==> config.mk <==
export PLATFORM = sky130hd
export DESIGN_NAME = prio_encoder_stream
export DESIGN_NICKNAME = d
export VERILOG_FILES = /design/src/rtl/prio_encoder_stream.sv
export SDC_FILE = /design/constraint.sdc
export NUM_CORES = 1
export LEC_CHECK = 0
export ABC_AREA = 1
export CAP_MARGIN = 40
export CORE_MARGIN = 10
export CORE_UTILIZATION = 35
export CTS_CLUSTER_DIAMETER = 40
export DETAILED_ROUTE_END_ITERATION = 12
export GPL_ROUTABILITY_DRIVEN = 0
export HOLD_SLACK_MARGIN = 0.15
export PLACE_DENSITY_LB_ADDON = 0.08
export RECOVER_POWER = 100
export SETUP_SLACK_MARGIN = 0.2
export SLEW_MARGIN = 20
export SYNTH_ARGS = -nofsm -noshare
export SYNTH_HDL_FRONTEND = slang
export SYNTH_SLANG_ARGS = --single-unit
==> constraint.sdc <==
create_clock -name clk -period 1.5 [get_ports clk]
set_input_delay 0.375 -clock clk [delete_from_list [all_inputs] [get_ports clk]]
set_output_delay 0.375 -clock clk [all_outputs]
set_load 0.05 [all_outputs]
==> src/rtl/prio_encoder_stream.sv <==
// Priority encoder with a one-deep registered output and valid/ready on both sides.
// MODE 0 picks the highest set index; MODE 1 round-robins from a rotating start pointer.
module prio_encoder_stream #(
    parameter int N    = 8,
    parameter int W    = $clog2(N),
    parameter int MODE = 0
) (
    input  logic         clk,
    input  logic         rst_n,
    input  logic         in_valid,
    output logic         in_ready,
    input  logic [N-1:0] w,
    output logic         out_valid,
    input  logic         out_ready,
    output logic [W-1:0] y,
    output logic         any,
    output logic         multi
);

    logic         r_valid;
    logic [W-1:0] r_y;
    logic         r_any;
    logic         r_multi;
    logic [W-1:0] r_ptr;

    logic         w_accept;
    logic [W-1:0] w_idx;
    logic         w_any;
    logic         w_multi;
    logic         w_found;
    int           w_cnt;
    int           w_j;

    assign in_ready = !r_valid || out_ready;
    assign w_accept = in_valid && in_ready;
    assign w_any    = |w;

    always_comb begin
        w_idx   = '0;
        w_found = 1'b0;
        w_cnt   = 0;
        w_j     = 0;
        for (int i = 0; i < N; i++) begin
            if (w[i]) w_cnt = w_cnt + 1;
        end
        if (MODE == 1) begin
            // Ascend from the pointer, wrapping past N-1 back to 0.
            for (int k = 0; k < N; k++) begin
                w_j = int'(r_ptr) + k;
                if (w_j >= N) w_j = w_j - N;
                if (!w_found && w[w_j[W-1:0]]) begin
                    w_found = 1'b1;
                    w_idx   = w_j[W-1:0];
                end
            end
        end else begin
            for (int i = 0; i < N; i++) begin
                if (w[i]) w_idx = W'(i);
            end
        end
        w_multi = (w_cnt >= 2);
    end

    always_ff @(posedge clk or negedge rst_n) begin
        if (!rst_n) begin
            r_valid <= 1'b0;
            r_y     <= '0;
            r_any   <= 1'b0;
            r_multi <= 1'b0;
            r_ptr   <= '0;
        end else begin
            if (w_accept) begin
                r_valid <= 1'b1;
                r_y     <= w_idx;
                r_any   <= w_any;
                r_multi <= w_multi;
                if (MODE == 1 && w_any) begin
                    r_ptr <= (w_idx == W'(N - 1)) ? '0 : w_idx + 1'b1;
                end
            end else if (out_ready) begin
                r_valid <= 1'b0;
            end
        end
    end

    assign out_valid = r_valid;
    assign y         = r_y;
    assign any       = r_any;
    assign multi     = r_multi;

endmodule

Yosys cells after proc, flatten, opt, wreduce, memory -nomap -nowiden
Index checks and enable logic that the tools add are counted.
{ "classes": {"n_addsub": 7, "magnitude_cmp": 1, "mux": 17, "n_reduce_logical": 5} }
{ "op_table": {"columns": ["op", "count"], "rows": [
  ["adder 32 x 2 -> 32 bit (second input constant)", 7],
  ["2-to-1 mux 32 bit", 7],
  ["greater-or-equal comparator 32 x 3 -> 1 bit (second input constant)", 1],
  ["2-to-1 mux 3 bit", 6],
  ["OR reduction 8 bit", 1],
  ["2-to-1 mux 1 bit", 4],
  ["nonzero test 2 bit", 1],
  ["logical AND 1 bit", 1],
  ["logical NOT 1 bit", 1],
  ["logical OR 1 bit", 1]
]} }
{ "totals": {"regBits": 6, "out_inout_bits": 7, "elab_cells": 34} }

Longest topological paths before layout
Gate-level depths: netlist of run 1.
{ "depth": {"depth_word": 16, "mapped_depth": 26} }

Least setup slack after synthesis of run 1
Ideal clock, no wire load.
{ "synth_timing": {"kind": "in2reg", "from": "in w[0]", "to": "reg r_multi (netlist: multi)", "arrival_ps": 3181, "required_ps": 1387, "slack_ps": -1794, "stages": 24, "n_path_buf": 0, "cell_sequence": "inv_1 ha_1 inv_1 nand2_4 nand2_2 nand2_1 nand3_1 nand2_1 ha_1 nand2_1 nand2_1 ha_1 nand2_1 nand2_1 ha_1 nand2_1 nand2_1 ha_1 a21oi_1 nand2_1 nor3_2 nand3_1 nand2_1 inv_1"} }
{ "synth_between": {"elab_chain_cells": 16} }
{ "synth_rtl": {"columns": ["item", "line_no", "text"], "rows": [
  ["from (decl)", "12", "input logic [N-1:0] w,"],
  ["2-to-1 mux 1 bit *", "44", "if (w[i]) w_cnt = w_cnt + 1;"],
  ["adder 32 x 2 -> 32 bit", "44", null],
  ["2-to-1 mux 32 bit *", "44", null],
  ["adder 32 x 2 -> 32 bit", "44", null],
  ["2-to-1 mux 32 bit *", "44", null],
  ["adder 32 x 2 -> 32 bit", "44", null],
  ["2-to-1 mux 32 bit *", "44", null],
  ["adder 32 x 2 -> 32 bit", "44", null],
  ["2-to-1 mux 32 bit *", "44", null],
  ["adder 32 x 2 -> 32 bit", "44", null],
  ["2-to-1 mux 32 bit *", "44", null],
  ["adder 32 x 2 -> 32 bit", "44", null],
  ["2-to-1 mux 32 bit *", "44", null],
  ["adder 32 x 2 -> 32 bit", "44", null],
  ["2-to-1 mux 32 bit *", "44", null],
  ["greater-or-equal comparator 32 x 3 -> 1 bit *", "61", "w_multi = (w_cnt >= 2);"],
  ["to (signal assigned)", "76", "r_multi <= w_multi;"],
  ["to (decl)", "23", "logic r_multi;"]
]} }
Mark *: on every way between the ends. The rest lies on a longest branch, timed or not.
A chain may end at the register's enable or synchronous reset.

Final worst setup path of run 1
{ "layout_timing": {"from": "in w[2]", "to": "reg r_multi (netlist: multi)"} }
{ "layout_between": {"elab_chain_cells": 12} }
{ "layout_rtl": {"columns": ["item", "line_no"], "rows": [
  ["2-to-1 mux 32 bit *", "44"],
  ["adder 32 x 2 -> 32 bit", "44"],
  ["2-to-1 mux 32 bit *", "44"],
  ["adder 32 x 2 -> 32 bit", "44"],
  ["2-to-1 mux 32 bit *", "44"],
  ["adder 32 x 2 -> 32 bit", "44"],
  ["2-to-1 mux 32 bit *", "44"],
  ["adder 32 x 2 -> 32 bit", "44"],
  ["2-to-1 mux 32 bit *", "44"],
  ["adder 32 x 2 -> 32 bit", "44"],
  ["2-to-1 mux 32 bit *", "44"],
  ["greater-or-equal comparator 32 x 3 -> 1 bit *", "61"]
]} }
Marks and branches as above.

==> metrics.yaml, run 1 <==
cts-root-buf: "clkbuf_4"
grt_pass1_vias: 1218
dpl.hpwl_um: 2203
fin_crit_sh: 1.932
startpoint_type: "primary input"
num_rows: 18
grt.overflow.total: 0
post_drt_wl_per_cell_um: 12.11
fmax_mhz: 345.1
diodes: 0
worst_pin_slew_ns: 0.2817
hold_class: "primary input to asynchronous set/reset pin"
syn_area_um2: 952.2
yosys_most_used_dff: "dfrtp_1"
antenna_left: 0
drt_pre_antenna_iters: 4
vias_per_cell: 4.758
finalHoldViolations: 0
synth.top_cell.area_share: 0.1774
cts_tree: "done"
critPathKind: "primary input to flop"
core_area_um2: 2545
die_h_um: 72.16
rsz0062_at_grt: "yes"
nets: 243
cts_buffers: 3
grt_usage: 0.1097
ioPinCount: 19
grt_pass1_wl_um: 4981
layout-drive-gt1-share: 0.5766
clk_latency_ns: 0.26
grt_start_max_net_pins: 7
critPathMaxStageDelay_ns: 0.25
cp-end-kind: "flop"
setup_ws_ns: -1.398
critPathMostFrequentCell: "nand2_4"
worstPathRequired_ns: 1.66
place_area_um2: 1529
vias: 1199
status: "finished, violations left"
io_buffers: 18
power_per_cell_area_nw_per_um2: 705.6
slew_headroom: 0.8116
synthArstFlopShare: 1.000
synthTopCellsByCount: "nand2_1, inv_1, nand3_1, nand2_2, ha_1"
cts.path.max_buffers: 2
cp_data_arrival_time_ns: 3.06
cts_sinks: 6
drc: 0
finalWirelength_um: 3052
start_util: 0.3741
fin_crit_ns: 2.898
hold_ws_ns: 0.4234
finClkSkew_ns: 0.003673
design_area_um2: 1752
drt_iter0_drc: 35
critPathSlowestCell: "ha_4"
path_cells: "clkdlybuf4s15_2 > buf_6 > inv_4 > nand2_4 > nand2_4 > nand2_2 > nand3_4 > nand2_4 > ha_4 > nand2_4 > nand2_4 > ha_4 > nand2_4 > nand2_4 > ha_4 > nand2_4 > nand2_4 > ha_4 > a21oi_2 > nand2_1 > nor3_2 > nand3_1 > nand2_1 > inv_1"
dp.cells: 237
place_ws_ns: -2.456
ys_ff_latch: 6
synthCells: 154
synth_top_area_cell: "nand2_1"
instances_no_fill: 252
antenna_found_initial: 0
vdd_drop_max_v: 0.0005190
yosysWarnings: 0
synth.area.top_cells: "nand2_1, dfrtp_1, ha_1, nand2_2, inv_1"
yosysSeqAreaShare: 0.1577
die_x_um: 72.16
syn_to_final_growth_pct: 83.97
drv_cap: 0
synth.most_common_cell: "nand2_1"
synth_cell_type_count: 21
clk_pin_slew_ns: 0.06
crit_fanout: 4
die_area_um2: 5207
slew_violations: 0
htree_levels: 1
leakage_nw: 0.9311
synth_edf_count: 0
syn_nets: 174
violations: "setup timing"
avgSynthCellArea_um2: 6.183
finalSetupViolations: 1
-- routing by layer --
metal / up-vias / global-route usage / routed length [µm]
li1: 620 / - / -
met1: 557 / 0.1208 / 1238
met2: 15 / 0.1973 / 1664
met3: 7 / 0.01769 / 75
met4: 0 / 0.05376 / 74
met5: - / 0 / 0
-- sequential cells by signal (all words and copies together) (netlist names) --
name	count
any	1
out_valid	1
y	3
multi	1
-- cell usage in the layout, fill, tap and decap left out, types with 4 or more instances in the layout --
| cell type | Yosys | layout |
|---|---|---|
| nand3_2 | 7 | 10 |
| a21oi_1 | 5 | 4 |
| inv_2 | 4 | 6 |
| inv_4 | 1 | 4 |
| clkdlybuf4s50_1 | 0 | 4 |
| nor2_1 | 5 | 4 |
| dfrtp_1 | 6 | 5 |
| nand2_2 | 15 | 18 |
| inv_1 | 22 | 17 |
| clkbuf_2 | 0 | 5 |
| nand3_1 | 16 | 12 |
| or2_2 | 4 | 4 |
| nand2_4 | 2 | 10 |
| buf_4 | 0 | 44 |
| nand2_1 | 45 | 33 |
| ha_4 | 0 | 5 |
-- power by group --
group | switching [W] | total (W) | internal [W]
clock | 0.0000791 | 0.000181 | 0.000102
sequential | 0.0000156 | 0.000200 | 0.000184
combinational | 0.000460 | 0.000855 | 0.000395
total | 0.000555 | 0.00124 | 0.000681
-- timing repair --
| item | in CTS | in global routing |
|---|---|---|
| resized for setup | 37 | 24 |
| hold buffers | 0 | 0 |
| endpoints found under the hold margin | 0 | 0 |
| endpoints found under the setup margin | 6 | 6 |
| setup buffers | 6 | 5 |
| pin swaps | 10 | 17 |
-- critical path, delay by kind of cell --
family                   cells  cell delay (ns)
AO/OA/AOI/OAI                1             0.11
adder cells (fa/ha/maj)      4             0.98
buffers and inverters        4             0.47
AND/OR/NAND/NOR             15             1.10
-- stage by stage --
step                  util  power [W]  setup TNS (ns)
floorplan                -  0.0005980          -1.603
global placement    0.6008  0.0008934          -2.962
detailed placement  0.6008  0.0009083          -3.167
CTS                 0.6637   0.001172          -1.417
global route        0.6883   0.001340          -1.584
finish              0.6883   0.001236          -1.398
-- path summary, 6_finish.rpt --
check	cells after the start	slack (ns)	start	end
min in group clk	2	0.49	y[1]$_DFFE_PN0P_	y[1]$_DFFE_PN0P_
hold reg to reg	2	0.49	y[1]$_DFFE_PN0P_	y[1]$_DFFE_PN0P_
setup reg to reg	8	0.17	out_valid$_DFFE_PN0P_	multi$_DFFE_PN0P_
setup / recovery	24	-1.40	w[2]	multi$_DFFE_PN0P_
max in group asynchronous	1	0.84	rst_n	out_valid$_DFFE_PN0P_
hold / removal	1	0.42	rst_n	multi$_DFFE_PN0P_
-- cell type report --
type,instances,area [µm²]
well taps,30,37.54
repair buffers,65,549.3
inverters,27,111.4
fillers,211,793.3
clock buffers,4,26.28
multi-input cells,120,875.8
flip-flops and latches,6,151.4
-- cell families after synthesis --
kind of cell    share of synthesized area
buf+inv                            0.1209
compound gates                    0.05388
simple gates                       0.5624
flops                              0.1577
fa+ha+maj                          0.1051
No activity file was read; power rests on OpenSTA's default activity.
==> run 2: changes to the inputs <==
--- a/config.mk
+++ b/config.mk
@@ -16,6 +16,7 @@
 export PLACE_DENSITY_LB_ADDON = 0.08
 export RECOVER_POWER = 100
 export SETUP_SLACK_MARGIN = 0.2
+export SKIP_LAST_GASP = 1
 export SLEW_MARGIN = 20
 export SYNTH_ARGS = -nofsm -noshare
 export SYNTH_HDL_FRONTEND = slang
==> metrics.yaml, run 2 (synthesized netlist as in run 1, its figures left out) <==
slew_violations: 0  # unchanged
instances_no_fill: 251  # -0.40%
die_x_um: 72.16  # unchanged
io_buffers: 18  # unchanged
vias_per_cell: 4.813  # +1.2%
cts.path.max_buffers: 2  # unchanged
dpl.hpwl_um: 2203  # unchanged
die_h_um: 72.16  # unchanged
cts_sinks: 6  # unchanged
power_frac_comb: 0.695  # +0.003
finClkSkew_ns: 0.001612  # -0.002060 ns
fin_crit_ns: 2.904  # +0.006820 ns
grt.overflow.total: 0  # unchanged
worst_pin_slew_ns: 0.2814  # -0.0003146 ns
cts-hold-fix-buffers: 0  # unchanged
largest_reg_flops: 3  # unchanged
mostFrequentLayoutCells: "buf_4, nand2_1, nand2_2"
worstPathRequired_ns: 1.66  # about the same
violations: "setup timing"
power_per_cell_area_nw_per_um2: 708.2  # +0.37%
antenna_found_initial: 0  # unchanged
cts-root-buf: "clkbuf_4"
fill_cells: 208  # -1.4%
p_sw_w: 0.0005509  # -0.75%
ioPinCount: 19  # unchanged
netSwitchingFraction: 0.4327  # -0.01643
cts_tree: "done"
hold_ws_ns: 0.4257  # +0.002351 ns
finalHoldViolations: 0  # unchanged
grt_start_max_net_pins: 7  # unchanged
vias: 1208  # +0.75%
vdd_drop_max_v: 0.0005540  # +6.8%
grt_usage: 0.1080  # -0.001658
status: "finished, violations left"
layout-drive-gt1-share: 0.5701  # -0.006441
drv_cap: 0  # unchanged
p_int_w: 0.0007224  # +6.1%
grt_pass1_wl_um: 4899  # -1.6%
syn_to_final_growth_pct: 88.83
post_drt_wl_per_cell_um: 11.66  # -3.7%
antenna_left: 0  # unchanged
cts_buffers: 3  # unchanged
grt_pass1_vias: 1192  # -2.1%
place_ws_ns: -2.456  # unchanged
hold_class: "primary input to asynchronous set/reset pin"
pwr-share-seq: 0.164  # +0.003
crit_fanout: 4  # unchanged
clkPwrFrac: 0.141  # -0.006
core_area_um2: 2545  # unchanged
fmax_mhz: 344.3  # -0.23%
clk_latency_ns: 0.26  # about the same
drt_iter0_drc: 54  # +54%
start_util: 0.3741  # unchanged
regArea_um2: 151.4  # unchanged
finalSetupViolations: 1  # unchanged
finalWirelength_um: 2926  # -4.1%
final_common_cell: "buf_4"
cp-end-kind: "flop"
diodes: 0  # unchanged
dp.cells: 237  # unchanged
nets: 242  # -0.41%
leakage_nw: 0.9687  # +4.0%
fin_crit_sh: 1.936  # +0.004547
slew_headroom: 0.8118  # about the same
rsz0062_at_grt: "yes"
die_area_um2: 5207  # unchanged
setup_ws_ns: -1.404  # -0.006820 ns
clk_pin_slew_ns: 0.05  # about the same
multi_input_area_um2: 863.3  # -1.4%
critPathKind: "primary input to flop"
startpoint_type: "primary input"
cp_data_arrival_time_ns: 3.06  # about the same
drc: 0  # unchanged
htree_levels: 1  # unchanged
num_rows: 18  # unchanged
drt_pre_antenna_iters: 4  # unchanged
==> run 2: cell count changes in the layout (fill, tap and decap cells not counted) <==
cell / previous run / this run
buf_8: 2 / 1
inv_1: 17 / 16
clkbuf_2: 5 / 1
dlygate4sd3_1: 2 / 1
buf_12: 2 / 7
nand2_1: 33 / 34
clkdlybuf4s15_2: 1 / 0
nor3_1: 2 / 3
inv_2: 6 / 7
nor3_2: 2 / 1
dlymetal6s2s_1: 0 / 2
clkdlybuf4s50_1: 4 / 3
nand2_4: 10 / 9
==> run 2: area by class of cell <==
cell class	instances	share of cell area
sequential	6	0.08420
multi-input combinational	120	0.4802
inverter	27	0.06193
timing repair buffer	64	0.3382
clock buffer	4	0.01461
tap	30	0.02088
==> run 2: power by group through the flow <==
stage / registers [W] / logic [W] / clock network [W]
floorplan: 0.000277 / 0.000321 / 0
global placement: 0.000212 / 0.000681 / 0
detailed placement: 0.000214 / 0.000694 / 0
CTS: 0.000211 / 0.000765 / 0.000178
global route: 0.000212 / 0.000965 / 0.000201
finish: 0.000209 / 0.000885 / 0.000180
==> run 2: critical path: stages <==
cell and delay, ns:
buf_8 0.10, inv_4 0.05, ha_4 0.21, nand2_4 0.09, inv_4 0.04, nor2_4 0.08, nand2_2 0.06, nand3_4 0.07
nand2_4 0.06, ha_4 0.25, nand2_4 0.08, nand2_4 0.05, ha_4 0.25, nand2_4 0.08, nand2_4 0.06, ha_4 0.24
nand2_2 0.06, nand2_2 0.07, ha_4 0.24, a21oi_2 0.11, nand2_1 0.07, nor3_2 0.14, nand3_1 0.09, nand2_1 0.07
inv_1 0.04
==> run 2: stage by stage <==
step,area (µm²),setup TNS [ns],utilization,power (W)
after floorplan,982.2,-1.603,-,0.0005980
after global placement,1529,-2.962,0.6008,0.0008934
after detailed placement,1529,-3.167,0.6008,0.0009083
after CTS,1655,-1.480,0.6504,0.001154
after global routing,1798,-1.592,0.7065,0.001378
final,1798,-1.404,0.7065,0.001273
==> run 2: what timing repair did <==
item,in CTS,in global routing
buffers inserted,6,4
pin swaps,10,19
endpoints found under the hold margin,0,0
gates resized for setup,27,33
endpoints found under the setup margin,6,6
==> run 2: metal layers <==
layer  global-route usage  wire (µm)  vias to the layer above  part of all wire
met2               0.1963       1588                       25              0.54
met4              0.05161         93                        0             0.032
li1                     -          -                      615                 -
met3              0.01769        106                       10             0.036
met5                    0          0                        -                 0
met1               0.1177       1137                      558              0.39
==> run 2: final timing paths <==
path                                        from               endpoint  slack [ns]  cells past startpoint
setup / recovery                            w[1]      multi$_DFFE_PN0P_       -1.40                     25
hold / removal                             rst_n      multi$_DFFE_PN0P_        0.43                      1
setup reg to reg           out_valid$_DFFE_PN0P_      multi$_DFFE_PN0P_        0.18                      8
hold reg to reg                 y[1]$_DFFE_PN0P_       y[1]$_DFFE_PN0P_        0.55                      2
max in group asynchronous                  rst_n  out_valid$_DFFE_PN0P_        0.84                      1
min in group clk                y[1]$_DFFE_PN0P_       y[1]$_DFFE_PN0P_        0.55                      2
